--- config.mk ---
export PLATFORM = sky130hd
export DESIGN_NAME = fifo_push_arb
export DESIGN_NICKNAME = d
export VERILOG_FILES = /design/src/rtl/fifo_push_arb.sv
export SDC_FILE = /design/constraint.sdc
export NUM_CORES = 1
export LEC_CHECK = 0
export ABC_AREA = 1
export CAP_MARGIN = 5
export CORE_ASPECT_RATIO = 1.75
export CORE_MARGIN = 8
export CORE_UTILIZATION = 40
export CTS_CLUSTER_SIZE = 40
export DETAILED_ROUTE_END_ITERATION = 10
export PLACE_DENSITY = 0.83
export SYNTH_ARGS = -nofsm -noshare
export SYNTH_HDL_FRONTEND = slang
export SYNTH_SLANG_ARGS = --single-unit
--- constraint.sdc ---
create_clock -name clock -period 3.2 [get_ports clock]
set_input_delay 0.96 -clock clock [delete_from_list [all_inputs] [get_ports clock]]
set_output_delay 0.96 -clock clock [all_outputs]
set_load 0.01 [all_outputs]
--- src/rtl/fifo_push_arb.sv ---
// Round-robin arbiter that shares one FIFO write port among NUM_REQ valid/ready producers.
// Optional burst lock (up to BURST_LEN back-to-back grants per owner) when FIFO_ARB_BURST_EN is defined.
module fifo_push_arb #(
    parameter int NUM_REQ   = 4,
    parameter int DATA_W    = 8,
    parameter int BURST_LEN = 4,
    localparam int ID_W     = $clog2(NUM_REQ)
) (
    input  logic                      clock,
    input  logic                      reset,
    input  logic [NUM_REQ-1:0]        req_valid_i,
    input  logic [NUM_REQ*DATA_W-1:0] req_data_i,
    output logic [NUM_REQ-1:0]        req_ready_o,
    input  logic                      fifo_full_i,
    output logic                      fifo_push_o,
    output logic [ID_W+DATA_W-1:0]    fifo_push_data_o,
    output logic [ID_W-1:0]           grant_id_o,
    output logic [ID_W-1:0]           dbg_rr_ptr_o,
    output logic                      dbg_lock_o
);

    // Handshake: requester k transfers in a cycle where req_valid_i[k] & req_ready_o[k];
    // ready is decided combinationally every cycle, so it never waits on a prior ready.

    function automatic logic [ID_W-1:0] next_id(input logic [ID_W-1:0] id);
        if (int'(id) == NUM_REQ - 1) return '0;
        return id + 1'b1;
    endfunction

    logic [ID_W-1:0] rr_ptr;
    logic [ID_W-1:0] rr_ptr_next;
    logic            scan_hit;
    logic [ID_W-1:0] scan_id;
    logic            grant;
    logic [ID_W-1:0] gnt_id;
    int              slot;

    // First valid requester at or after rr_ptr, wrapping modulo NUM_REQ.
    always_comb begin
        scan_hit = 1'b0;
        scan_id  = '0;
        slot     = 0;
        for (int i = 0; i < NUM_REQ; i++) begin
            slot = int'(rr_ptr) + i;
            if (slot >= NUM_REQ) slot = slot - NUM_REQ;
            if (!scan_hit && req_valid_i[slot]) begin
                scan_hit = 1'b1;
                scan_id  = ID_W'(slot);
            end
        end
    end

`ifdef FIFO_ARB_BURST_EN
    localparam int CNT_W = (BURST_LEN > 1) ? $clog2(BURST_LEN) : 1;

    typedef enum logic {IDLE, LOCK} state_t;

    state_t           state;
    state_t           state_next;
    logic [ID_W-1:0]  owner;
    logic [ID_W-1:0]  owner_next;
    logic [CNT_W-1:0] count;
    logic [CNT_W-1:0] count_next;

    always_comb begin
        state_next  = state;
        owner_next  = owner;
        count_next  = count;
        rr_ptr_next = rr_ptr;
        grant       = 1'b0;
        gnt_id      = scan_id;
        case (state)
            IDLE: begin
                grant = scan_hit & ~fifo_full_i;
                if (grant) begin
                    if (BURST_LEN > 1) begin
                        state_next = LOCK;
                        owner_next = scan_id;
                        count_next = CNT_W'(1);
                    end else begin
                        rr_ptr_next = next_id(scan_id);
                    end
                end
            end
            LOCK: begin
                gnt_id = owner;
                if (!req_valid_i[owner]) begin
                    // Owner went quiet: give up the lock after a single bubble.
                    state_next  = IDLE;
                    count_next  = '0;
                    rr_ptr_next = next_id(owner);
                end else if (!fifo_full_i) begin
                    grant = 1'b1;
                    if (count == CNT_W'(BURST_LEN - 1)) begin
                        state_next  = IDLE;
                        count_next  = '0;
                        rr_ptr_next = next_id(owner);
                    end else begin
                        count_next = count + 1'b1;
                    end
                end
            end
            default: state_next = IDLE;
        endcase
    end

    always_ff @(posedge clock or posedge reset) begin
        if (reset) begin
            state  <= IDLE;
            owner  <= '0;
            count  <= '0;
            rr_ptr <= '0;
        end else begin
            state  <= state_next;
            owner  <= owner_next;
            count  <= count_next;
            rr_ptr <= rr_ptr_next;
        end
    end

    assign dbg_lock_o = (state == LOCK);
`else
    always_comb begin
        grant       = scan_hit & ~fifo_full_i;
        gnt_id      = scan_id;
        rr_ptr_next = grant ? next_id(scan_id) : rr_ptr;
    end

    always_ff @(posedge clock or posedge reset) begin
        if (reset) rr_ptr <= '0;
        else       rr_ptr <= rr_ptr_next;
    end

    assign dbg_lock_o = 1'b0;

    // BURST_LEN has no effect without the burst lock.
    if (BURST_LEN < 1) begin : g_burst_len_inert
    end
`endif

    assign dbg_rr_ptr_o = rr_ptr;

    // Outputs are held at zero for the whole time reset is high.
    always_comb begin
        req_ready_o      = '0;
        fifo_push_o      = 1'b0;
        grant_id_o       = '0;
        fifo_push_data_o = '0;
        if (grant && !reset) begin
            req_ready_o[gnt_id] = 1'b1;
            fifo_push_o         = 1'b1;
            grant_id_o          = gnt_id;
            fifo_push_data_o    = {gnt_id, req_data_i[int'(gnt_id)*DATA_W +: DATA_W]};
        end
    end

endmodule

==> impl_metrics.toml <==
[place]
portBuffers = 57
place_inst = 281
dp_hpwl_um = 2940
place.gp.congestion = 0.791
dpl_worst_slack_ns = -0.923

[hold_path]
worstHoldStart = "dbg_rr_ptr_o[1]"
holdPathEnd = "dbg_rr_ptr_o[1]"
hp-class = "flip-flop to flip-flop"
whs_path_depth = 2

[worst_setup_path]
worst_r2r_endpoint = "dbg_rr_ptr_o[1]"
arrival_ns = 2.32
cp-start-kind = "primary input"
cp_max_fo = 7
reg2reg_slack_ns = 1.19
timing.rr.start = "dbg_rr_ptr_o[0]"
cp_cell_sequence = "buf_8 > inv_4 > nand2_4 > nand3_2 > nand2_4 > nand2_4 > nand2_4 > nand2_4 > nand3_4 > buf_12 > nand2_4 > nand3_2 > a21oi_2 > buf_2"
crit_top_cell = "nand2_4"
cp.required_ns = 2.24
critPathCaptureType = "output port"
critPathKind = "primary input to output port"
worstRegToRegCells = 12
crit_slowest_cell = "buf_12"
critical_path.max_stage_delay_ns = 0.19

[die]
ios = 59
dieWidth_um = 56.1
coreArea_sq_um = 2690
initial_core_util_pct = 41.8
rows = 25
dieHeight_um = 86.2
design.die.area_sq_um = 4830

[timing]
fin_skew_ns = 0.00108
timing.final.crit_period_ns = 3.28
setup_tns_ns = -0.691
layout_setup_ws_ns = -0.0755
fmax_ghz = 0.305
fin_crit_sh_pct = 102
maxSlewViolCount = 0
hold_viol = 0
final-setup-viol-count = 12
hold_ws_ns = 0.757
rsz0062_at_grt = "yes"

[cells_and_area]
antenna_cells = 0
final_cells = 287
fillers = 170
nets = 305
drive_gt1_share_pct = 52.3
post-route-util_pct = 79.8
area_growth_pct = 90.8
largest_reg_flops = 2

[clock_tree]
clk_latency_ns = 0.21
tritoncts = "built"
cts.htree.levels = 1
clkSinkCount = 2
holdBufCountCts = 0
clkSlewWorstSetupHoldPaths_ns = 0.03
cts-root-buf = "clkbuf_8"
cts_buffers = 3
clock_path_buffers = 2

[grt]
met1_usage_pct = 12.9
grtUsageMet3_pct = 3.99
busiest_layer = "met2"
grt_pass1_vias = 1604
grtUsageMet2_pct = 33.9
antenna_found_initial = 0
grt_pass1_wl_um = 6690
grt_max_degree = 17
grt_usage_pct = 16.4
overflow = 0

[power]
p_leak_nw = 1.15
p_per_area_nw_per_um2 = 1320
vdd.ir_drop.worst_mv = 1.04

[synthesis]
ys.flop_type = "dfrtp_1"
synth_commonest_cells = "inv_1 (45), nand2_1 (28), nand2_2 (22)"
async_flop_share_pct = 100
synthesis.nets = 232
synth_cells = 189
synth_edf_count = 0
ys_seq_area_share_pct = 4.45
ys_types = 22
yosysWarningCount = 0
synth_top_area_share_pct = 15.0
netlist_area_sq_um = 1120
synth_area_leader_cell = "inv_1"
avgSynthCellArea_sq_um = 5.95
synthMostInstantiatedCell = "inv_1"
ys_seq_elements = 2
synth.area.top_cells = "inv_1 (15%), nand2_2 (12%), nand4_1 (9.5%)"

[detailed_routing]
viasPerCell = 5.22
drt_wl_total_um = 4480
dr_total_vias = 1498
drt_first_pass_iters = 4
first_iter_violations = 22
drc = 0
post_drt_wl_per_cell_um = 15.6
postRouteAntennaNets = 0

[status]
status = "finished with violations"
violations = "setup timing"

[flow_run]
maxCapViolations = 0
per-stage QoR:
stage | power [mW] | instance area (sq um)
after CTS | 2.51 | 2000
final | 2.83 | 2150
after detailed placement | 2.07 | 1810
after global routing | 3.03 | 2150
after global placement | 2.04 | 1810
after floorplan | 1.38 | 1120
cells by family after synthesis:
family	Yosys count	share of synthesized area, %
flops	2	4.45
compound gates	12	5.34
buf+inv	62	26.3
other cells	1	0.333
fa+ha+maj	4	4.45
simple gates	108	59.2
repair_timing:
action / CTS / global route
buffers inserted: 3 / 0
resized for setup: 136 / 38
endpoints found under the setup margin: 17 / 17
endpoints found under the hold margin: 0 / 0
pin swaps: 37 / 27
gates cloned: 1 / 0
routing by layer:
| layer | part of all wire (%) | up-vias | routed length, um |
|---|---|---|---|
| met4 | 4.4 | 0 | 195 |
| met1 | 31 | 702 | 1400 |
| met3 | 5.3 | 17 | 236 |
| li1 | - | 724 | - |
| met2 | 59 | 55 | 2640 |
| met5 | 0 | - | 0 |
report_power, final:
part,internal [mW],switching [mW],total [mW],leakage [nW]
sequential,0.0397,0.0144,0.0542,0.0244
combinational,1.17,1.51,2.68,1.10
clock,0.0796,0.0206,0.100,0.0216
cell usage in the layout, fill, tap and decap left out, types with 2 or more instances in the layout:
master and instances:
buf_2 16, clkbuf_8 3, ha_1 2, o21ai_0 2, nand4_1 17, inv_1 38, inv_2 5, inv_6 3
nand2_4 24, clkdlybuf4s50_1 36, nor2_2 3, nand3_1 2, nand2_2 15, nand2_1 19, buf_4 14, a21oi_2 7
inv_4 4, nor2_1 3, buf_12 3, ha_4 2, nand3_2 17, buf_8 3, buf_6 5, dfrtp_1 2
nand3_4 6
final cells by class:
type	count	area [sq um]	area share, %
clock buffers	3	41.3	1.92
flip-flops and latches	2	50.0	2.33
multi-input cells	125	1060	49.3
well taps	27	33.8	1.57
repair buffers	79	739	34.5
inverters	51	224	10.4
worst max path at each step:
stage                              start             endpoint
after floorplan           req_valid_i[3]        grant_id_o[0]
after global placement    req_valid_i[1]  fifo_push_data_o[5]
after detailed placement  req_valid_i[1]  fifo_push_data_o[5]
after CTS                 req_valid_i[1]  fifo_push_data_o[5]
after global routing      req_valid_i[0]  fifo_push_data_o[4]
final                     req_valid_i[1]  fifo_push_data_o[4]
worst max-delay path: cells and delay by family:
kind | cells | cell delay [ns]
buf+inv | 4 | 0.50
compound gates | 1 | 0.14
simple gates | 9 | 0.71
Power figures use the tool's default switching activity.
